--- src/rtl/matrix_pkg.sv ---
// Shared definitions for the 2x2 matrix engine and its result collector.
package matrix_pkg;

   // Default element width of the C stream.
   localparam int DEF_DATA_W = 32;

   // Beats per C result burst; the compute stage's output counter uses the same value.
   localparam int C_BEATS = 4;

   // Result collector states.
   typedef enum logic [1:0] {
      ST_COLLECT = 2'd0,
      ST_DRAIN   = 2'd1,
      ST_HOLD    = 2'd2
   } collect_state_t;

endpackage

--- src/rtl/c_result_collector_if.sv ---
// AXI-Stream style C result channel between the matrix engine and the collector.
interface c_result_collector_if #(
   parameter int DATA_W = 32
);
   logic [DATA_W-1:0] tdata;
   logic              tvalid;
   logic              tready;
   logic              tlast;

   modport master (output tdata, output tvalid, output tlast, input tready);
   modport slave  (input tdata, input tvalid, input tlast, output tready);
endinterface

--- src/rtl/c_result_collector.sv ---
// Collects a 4-beat 2x2 C result burst, checks tlast framing and holds the
// result in a bank until software clears it. Back-pressures while holding.
module c_result_collector
   import matrix_pkg::*;
#(
   parameter int DATA_W    = DEF_DATA_W,
   parameter int NUM_BEATS = C_BEATS
) (
   input  logic              clk,
   input  logic              rst,
   c_result_collector_if.slave s_axis_c,
   input  logic              clear,
   input  logic [1:0]        rd_addr,
   output logic [DATA_W-1:0] rd_data,
   output logic              result_valid,
   output logic              err_early_last,
   output logic              err_missing_last,
   output logic              irq
);

   localparam logic [1:0] LAST_BEAT = 2'(NUM_BEATS - 1);

   collect_state_t    state_reg, state_next;
   logic [1:0]        beat_cnt_reg;
   logic [DATA_W-1:0] bank_reg [NUM_BEATS];
   logic [DATA_W-1:0] rd_data_reg;
   logic              result_valid_reg;
   logic              err_early_last_reg;
   logic              err_missing_last_reg;
   logic              irq_reg;

   logic hs;
   logic last_beat;
   logic in_collect;
   logic in_drain;
   logic bank_wr;
   logic good_commit;
   logic early_ev;
   logic missing_ev;

   // Handshake and framing decode shared by the FSM and datapath.
   always_comb begin
      hs          = s_axis_c.tvalid && s_axis_c.tready;
      last_beat   = (beat_cnt_reg == LAST_BEAT);
      in_collect  = (state_reg == ST_COLLECT);
      in_drain    = (state_reg == ST_DRAIN);
      // A beat arriving together with clear is dropped from the datapath.
      bank_wr     = in_collect && hs && !clear;
      good_commit = bank_wr && last_beat && s_axis_c.tlast;
      // Framing errors are flagged even when clear coincides, so set wins.
      early_ev    = in_collect && hs && s_axis_c.tlast && !last_beat;
      missing_ev  = in_collect && hs && last_beat && !s_axis_c.tlast;
   end

   // FSM state register.
   always_ff @(posedge clk or posedge rst) begin
      if (rst) state_reg <= ST_COLLECT;
      else     state_reg <= state_next;
   end

   // FSM next-state decode.
   always_comb begin
      state_next = state_reg;
      if (clear) begin
         state_next = ST_COLLECT;
      end else begin
         case (state_reg)
            ST_COLLECT: begin
               if (hs && last_beat) state_next = s_axis_c.tlast ? ST_HOLD : ST_DRAIN;
            end
            ST_DRAIN: begin
               if (hs && s_axis_c.tlast) state_next = ST_COLLECT;
            end
            ST_HOLD:  state_next = ST_HOLD;
            default:  state_next = ST_COLLECT;
         endcase
      end
   end

   // FSM outputs: ready depends only on the registered state.
   always_comb begin
      s_axis_c.tready = (state_reg != ST_HOLD);
   end

   // Beat counter: restarts on clear, on any tlast, and after the final beat.
   always_ff @(posedge clk or posedge rst) begin
      if (rst) begin
         beat_cnt_reg <= '0;
      end else if (clear) begin
         beat_cnt_reg <= '0;
      end else if (in_collect && hs) begin
         if (s_axis_c.tlast || last_beat) beat_cnt_reg <= '0;
         else                            beat_cnt_reg <= beat_cnt_reg + 2'd1;
      end else if (in_drain && hs && s_axis_c.tlast) begin
         beat_cnt_reg <= '0;
      end
   end

   // Result bank, one register per C element, written only while collecting.
   for (genvar gi = 0; gi < NUM_BEATS; gi++) begin : g_bank
      always_ff @(posedge clk or posedge rst) begin
         if (rst)                                       bank_reg[gi] <= '0;
         else if (bank_wr && beat_cnt_reg == 2'(gi))    bank_reg[gi] <= s_axis_c.tdata;
      end
   end

   // Registered read port, active in every state.
   always_ff @(posedge clk or posedge rst) begin
      if (rst) rd_data_reg <= '0;
      else     rd_data_reg <= bank_reg[rd_addr];
   end

   // Result status, commit interrupt and sticky framing errors.
   always_ff @(posedge clk or posedge rst) begin
      if (rst) begin
         result_valid_reg     <= 1'b0;
         irq_reg              <= 1'b0;
         err_early_last_reg   <= 1'b0;
         err_missing_last_reg <= 1'b0;
      end else begin
         irq_reg <= good_commit;
         if (good_commit)  result_valid_reg <= 1'b1;
         else if (clear)   result_valid_reg <= 1'b0;
         if (early_ev)     err_early_last_reg <= 1'b1;
         else if (clear)   err_early_last_reg <= 1'b0;
         if (missing_ev)   err_missing_last_reg <= 1'b1;
         else if (clear)   err_missing_last_reg <= 1'b0;
      end
   end

   assign rd_data          = rd_data_reg;
   assign result_valid     = result_valid_reg;
   assign err_early_last   = err_early_last_reg;
   assign err_missing_last = err_missing_last_reg;
   assign irq              = irq_reg;

endmodule

--- src/flat_wrapper.sv ---
// flat-port wrapper written by rule: the top's interface ports become plain ports
module c_result_collector_flat import matrix_pkg::*;
#(
   parameter int DATA_W    = DEF_DATA_W,
   parameter int NUM_BEATS = C_BEATS
)
  (clk, rst, clear, rd_addr, rd_data, result_valid, err_early_last, err_missing_last, irq, s_axis_c_tdata, s_axis_c_tvalid, s_axis_c_tlast, s_axis_c_tready);
  c_result_collector_if #(.DATA_W(DATA_W)) s_axis_c_i ();
  input  logic clk;
  input  logic rst;
  input  logic clear;
  input  logic [1:0] rd_addr;
  output logic [DATA_W-1:0] rd_data;
  output logic result_valid;
  output logic err_early_last;
  output logic err_missing_last;
  output logic irq;
  input wire logic [$bits(s_axis_c_i.tdata)-1:0] s_axis_c_tdata;
  input wire logic [$bits(s_axis_c_i.tvalid)-1:0] s_axis_c_tvalid;
  input wire logic [$bits(s_axis_c_i.tlast)-1:0] s_axis_c_tlast;
  output wire logic [$bits(s_axis_c_i.tready)-1:0] s_axis_c_tready;
  assign s_axis_c_i.tdata = s_axis_c_tdata;
  assign s_axis_c_i.tvalid = s_axis_c_tvalid;
  assign s_axis_c_i.tlast = s_axis_c_tlast;
  assign s_axis_c_tready = s_axis_c_i.tready;
  c_result_collector #(.DATA_W(DATA_W), .NUM_BEATS(NUM_BEATS)) u_core (.clk(clk), .rst(rst), .s_axis_c(s_axis_c_i), .clear(clear), .rd_addr(rd_addr), .rd_data(rd_data), .result_valid(result_valid), .err_early_last(err_early_last), .err_missing_last(err_missing_last), .irq(irq));
endmodule
--- config.mk ---
export PLATFORM = sky130hd
export DESIGN_NAME = c_result_collector_flat
export DESIGN_NICKNAME = d
export VERILOG_FILES = /design/src/rtl/matrix_pkg.sv /design/src/rtl/c_result_collector_if.sv /design/src/rtl/c_result_collector.sv /design/src/flat_wrapper.sv
export SDC_FILE = /design/constraint.sdc
export NUM_CORES = 1
export LEC_CHECK = 0
export BUFFER_PORTS_ARGS = -buffer_cell sky130_fd_sc_hd__buf_4
export CORE_ASPECT_RATIO = 0.7
export CORE_UTILIZATION = 39
export DETAILED_ROUTE_END_ITERATION = 10
export PLACE_DENSITY = 0.56
export SYNTH_ARGS = -nofsm -noshare
export SYNTH_HDL_FRONTEND = slang
export SYNTH_SLANG_ARGS = --single-unit
--- constraint.sdc ---
create_clock -name clk -period 14.58 [get_ports clk]
set_input_delay 3.645 -clock clk [delete_from_list [all_inputs] [get_ports clk]]
set_output_delay 3.645 -clock clk [all_outputs]
set_load 0.02 [all_outputs]
==> After elaboration in Yosys (flattened, before gate mapping) <==
Cells that the tools add are included.
{ "op_classes": {"add_sub_neg": 1, "order_cmp": 1, "eq_ne": 8, "mux": 16, "n_bitwise": 1, "reduce_logical": 27} }
{ "ops": {"columns": ["cell", "count"], "rows": [
  ["32-bit binary-select mux with 2-bit select", 1],
  ["32-bit two-way mux", 2],
  ["1-bit logical AND", 16],
  ["2-bit two-way mux", 8],
  ["2-bit == test, second input constant", 3],
  ["3-bit inequality test, second input constant", 2],
  ["2-bit one-hot mux with 3 select lines", 1],
  ["2-bit nonzero test", 3],
  ["2-bit by 1-bit == test with 1-bit output, second input constant", 2],
  ["2-bit zero test", 2],
  ["1-bit two-way mux", 4],
  ["3-bit >= comparator, second input constant", 1],
  ["1-bit zero test", 3],
  ["2-bit inverter with 3-bit output", 1],
  ["3-bit nonzero test", 1],
  ["2-bit by 1-bit adder with 2-bit output, second input constant", 1],
  ["2-bit inequality test, second input constant", 1],
  ["2-bit AND reduction", 1],
  ["1-bit logical OR", 1]
]} }
{ "word_totals": {"reg_bits": 168, "input_bits": 39, "out_inout_bits": 37, "word_cells": 65} }

==> Longest topological paths before layout <==
{ "logic_depth": {"word_depth": 7, "mapped_depth": 5, "depth_no_buf": 4} }

==> Least setup slack after synthesis <==
OpenSTA, ideal clock, no wires.
{ "synth_timing": {"kind": "input port to flip-flop", "startpoint": "input port rd_addr[1]", "endpoint": "register u_core.rd_data_reg[19], in the netlist u_core.rd_data[19]", "setup_ns": 0.138, "arrival_ns": 4.735, "required_ns": 14.442, "slack_ns": 9.707, "path_stages": 3, "path_buffers": 2, "path_cell_list": "buf_2 > buf_1 > mux4_2"} }
{ "synth_via": {"elab_chain_len": 4} }
{ "synth_lines": {"columns": ["element", "line", "source"], "rows": [
  ["start: declaration", "flat_wrapper.sv:12", "input logic [1:0] rd_addr;"],
  ["2-bit inverter with 3-bit output (not written as such)", "c_result_collector.sv:110", "else rd_data_reg <= bank_reg[rd_addr];"],
  ["32-bit binary-select mux with 2-bit select", "c_result_collector.sv:110", null],
  ["32-bit two-way mux (not written as such) (2 in a row)", "c_result_collector.sv:110", null],
  ["end signal: assignment", "c_result_collector.sv:110", null],
  ["end: declaration", "c_result_collector.sv:26", "logic [DATA_W-1:0] rd_data_reg;"]
]} }
No other way between the ends. The select of a mux whose other input is x is not followed.
A chain may end at the register's enable or synchronous reset.

==> Worst setup path after layout <==
{ "layout_timing": {"startpoint": "input port clear", "endpoint": "register u_core.bank_reg[80] (netlist bit)"} }
{ "layout_via": {"elab_chain_len": 3} }
{ "layout_lines": {"columns": ["element", "line", "source"], "rows": [
  ["start: declaration", "flat_wrapper.sv:11", "input logic clear;"],
  ["1-bit zero test", "c_result_collector.sv:48", "bank_wr = in_collect && hs && !clear;"],
  ["1-bit logical AND", "c_result_collector.sv:48", null],
  ["1-bit logical AND", "c_result_collector.sv:103", "else if (bank_wr && beat_cnt_reg == 2'(gi)) bank_reg[gi] <= s_axis_c.tdata;"],
  ["end signal: indexed assignment", "c_result_collector.sv:103", null],
  ["end: declaration", "c_result_collector.sv:25", "logic [DATA_W-1:0] bank_reg [NUM_BEATS];"]
]} }
No other way between the ends.

==> impl_metrics.env <==
export IMPL_rsz0062_at_grt="no"
export IMPL_final_common_cell="dfrtp_1"
export IMPL_cts_resized=0
export IMPL_clk_latency_ns=0.42
export IMPL_cts_buffers=17
export IMPL_num_nets_final=500
export IMPL_n_antenna_cell=0
export IMPL_crit_path_cell_trace="buf_4 -> nor4b_4 -> nand2_2 -> mux2_2"
export IMPL_ant_nets=0
export IMPL_hold_path_class="reg2reg"
export IMPL_dieArea_um2=17800
export IMPL_max_freq_mhz=194
export IMPL_gp_congestion=0.702
export IMPL_seq_area_frac_synth_pct=62.3
export IMPL_maxCapViolations=0
export IMPL_critPathKind="in2reg"
export IMPL_grt_pass1_wl_um=20700
export IMPL_yosys_warnings=0
export IMPL_fp_row_count=39
export IMPL_start_kind="input pin"
export IMPL_holdBufCountCts=0
export IMPL_max_slew_margin_pct=32.3
export IMPL_overflow=0
export IMPL_area_delta_synth_final_pct=18.9
export IMPL_clock_path_buffers=2
export IMPL_status="complete, no violations"
export IMPL_core_area_um2=16600
export IMPL_post_drt_wl_per_cell_um=17.8
export IMPL_vias=3479
export IMPL_grt_max_degree=94
export IMPL_die_y_um=112
export IMPL_setup_viol=0
export IMPL_cts_tree="done"
export IMPL_ff2ff_path_depth=3
export IMPL_grt_total_usage_pct=15.2
export IMPL_vias_per_cell=5.01
export IMPL_finalHoldViolCount=0
export IMPL_clock_sinks=168
export IMPL_synth_seq_cells=168
export IMPL_grt_pass1_vias=3875
export IMPL_final_fill_count=1440
export IMPL_min_period_over_period_pct=35.3
export IMPL_synth_area_um2=6750
export IMPL_syn_nets=425
export IMPL_cts_root_buf="clkbuf_16"
export IMPL_clk_pin_slew_ns=0.07
export IMPL_synthTopCellsByArea="dfrtp_1 62%, mux2_2 22%, mux4_2 11%, buf_6 1.5%, ha_1 0.74%"
export IMPL_place_inst=663
export IMPL_synth_distinct_cells=23
export IMPL_dr_pass1_iters=4
export IMPL_first_iter_violations=127
export IMPL_syn_inst=382
export IMPL_critPathCaptureType="flip-flop"
export IMPL_synth_top_area_share_pct=62.3
export IMPL_htree_levels=4
export IMPL_hold_path_endpoint="u_core.bank_reg[77]$_DFFE_PP0P_"
export IMPL_initial_core_util_pct=40.6
export IMPL_multiInputGateArea_um2=2360
export IMPL_regToRegStartpoint="u_core.state_reg[1]$_DFFE_PP0P_"
export IMPL_path_buf_inv=1
export IMPL_layout_cells_non_filler=695
export IMPL_drt_total_wl_um=12400
export IMPL_critical_path_arrival_ns=5.44
export IMPL_min_period_ns=5.15
export IMPL_port_buffers=75
export IMPL_largest_reg_flops=128
export IMPL_antenna_found_initial=0
export IMPL_hold_start="u_core.bank_reg[77]$_DFFE_PP0P_"
export IMPL_die_w_um=159
export IMPL_power_density_nw_per_um2=146
export IMPL_syn_area_per_cell_um2=17.7
export IMPL_drc_errors=0
export IMPL_reg2reg_to="u_core.bank_reg[80]$_DFFE_PP0P_"
export IMPL_ios=76
export IMPL_final_cell_mix="168 x dfrtp_1, 129 x mux2_2, 76 x buf_4"
export IMPL_clock_skew_final_ns=0.0131
export IMPL_postCtsSetupBuffers=0
export IMPL_dpl_hpwl_um=7300
export IMPL_finalSetupTns_ns=0
export IMPL_max_stage_delay_ns=0.67
export IMPL_leakagePower_nw=3.78
export IMPL_finalMaxSlewViolations=0
export IMPL_path_max_fanout=32
export IMPL_crit_slowest_cell="nand2_2"
export IMPL_layout_drive_gt1_share_pct=58.3
export IMPL_peakVddDrop_uv=71.6
export IMPL_critPathTopFamily="simple AND/OR/NAND/NOR gates"
export IMPL_tightestPinTransition_ns=1.01
export IMPL_synth_top_area_cell="dfrtp_1"
export IMPL_ff2ff_setup_slack_ns=12.35
export IMPL_min_path_cells=1
export IMPL_required_ns=14.87
export IMPL_regArea_um2=4200
-- synthesized netlist by cell type, drive strengths merged --
| library cell | instances |
|---|---|
| nor3 | 1 |
| a21oi | 1 |
| a31oi | 2 |
| nand2b | 1 |
| nor4b | 1 |
| dfrtp | 168 |
| clkbuf | 1 |
| nor2 | 1 |
| buf | 19 |
| mux4 | 32 |
| mux2 | 129 |
| ha | 4 |
| a22o | 1 |
| nand2 | 5 |
| o22ai | 1 |
| o32ai | 2 |
| and3 | 1 |
| a2111oi | 1 |
| nand3 | 1 |
| inv | 10 |
-- cell families after synthesis --
logic type | synth area share [%]
adder cells (fa/ha/maj) | 0.741
buffers and inverters | 2.84
AO/OA/AOI/OAI | 0.871
flip-flops | 62.3
AND/OR/NAND/NOR | 1.07
multiplexers | 32.2
-- where the power goes --
group	total, mW	internal (mW)	leakage, nW	switching [mW]
sequential	0.574	0.541	2.17	0.0329
combinational	0.173	0.102	1.34	0.0714
clock	0.429	0.240	0.271	0.189
total	1.18	0.883	3.78	0.293
-- per-layer routing --
| metal | share of wire, % | GRT usage, % |
|---|---|---|
| met5 | 0 | 0 |
| met3 | 3.8 | 4.40 |
| met2 | 50 | 24.6 |
| met4 | 1.0 | 5.13 |
| met1 | 45 | 19.9 |
-- worst max-delay path by stage --
stage / end / from / slack, ns / depth (start not counted)
after floorplan: u_core.bank_reg[0]$_DFFE_PP0P_ / rst / 6.39 / 1
after global placement: u_core.bank_reg[14]$_DFFE_PP0P_ / clear / 8.99 / 4
after detailed placement: u_core.bank_reg[5]$_DFFE_PP0P_ / clear / 8.98 / 4
after CTS: u_core.bank_reg[19]$_DFFE_PP0P_ / clear / 9.41 / 4
after global routing: u_core.bank_reg[9]$_DFFE_PP0P_ / clear / 9.31 / 4
final: u_core.bank_reg[80]$_DFFE_PP0P_ / clear / 9.43 / 4
-- stage by stage --
| stage | hold slack (ns) | power, mW | worst slack, ns | area, um^2 | utilization (%) |
|---|---|---|---|---|---|
| final | 0.502 | 1.18 | 9.43 | 8030 | 48.3 |
| after global routing | 0.512 | 1.23 | 9.31 | 8030 | 48.3 |
| after detailed placement | 0.487 | 0.759 | 8.98 | 7460 | 44.8 |
| after global placement | 0.482 | 0.751 | 8.99 | 7460 | 44.8 |
| after CTS | 0.504 | 1.19 | 9.41 | 8030 | 48.3 |
| after floorplan | 0.474 | 0.694 | 6.39 | 6750 | - |
-- cell type report --
cell class	instances	share of cell area (%)
Multi-Input combinational cell	184	29.4
Tap cell	225	3.51
Clock inverter	13	1.68
Inverter	10	0.530
Sequential cell	168	52.4
Timing Repair Buffer	76	7.11
Clock buffer	19	5.39
Note: power is estimated with default switching activity, not from simulation.
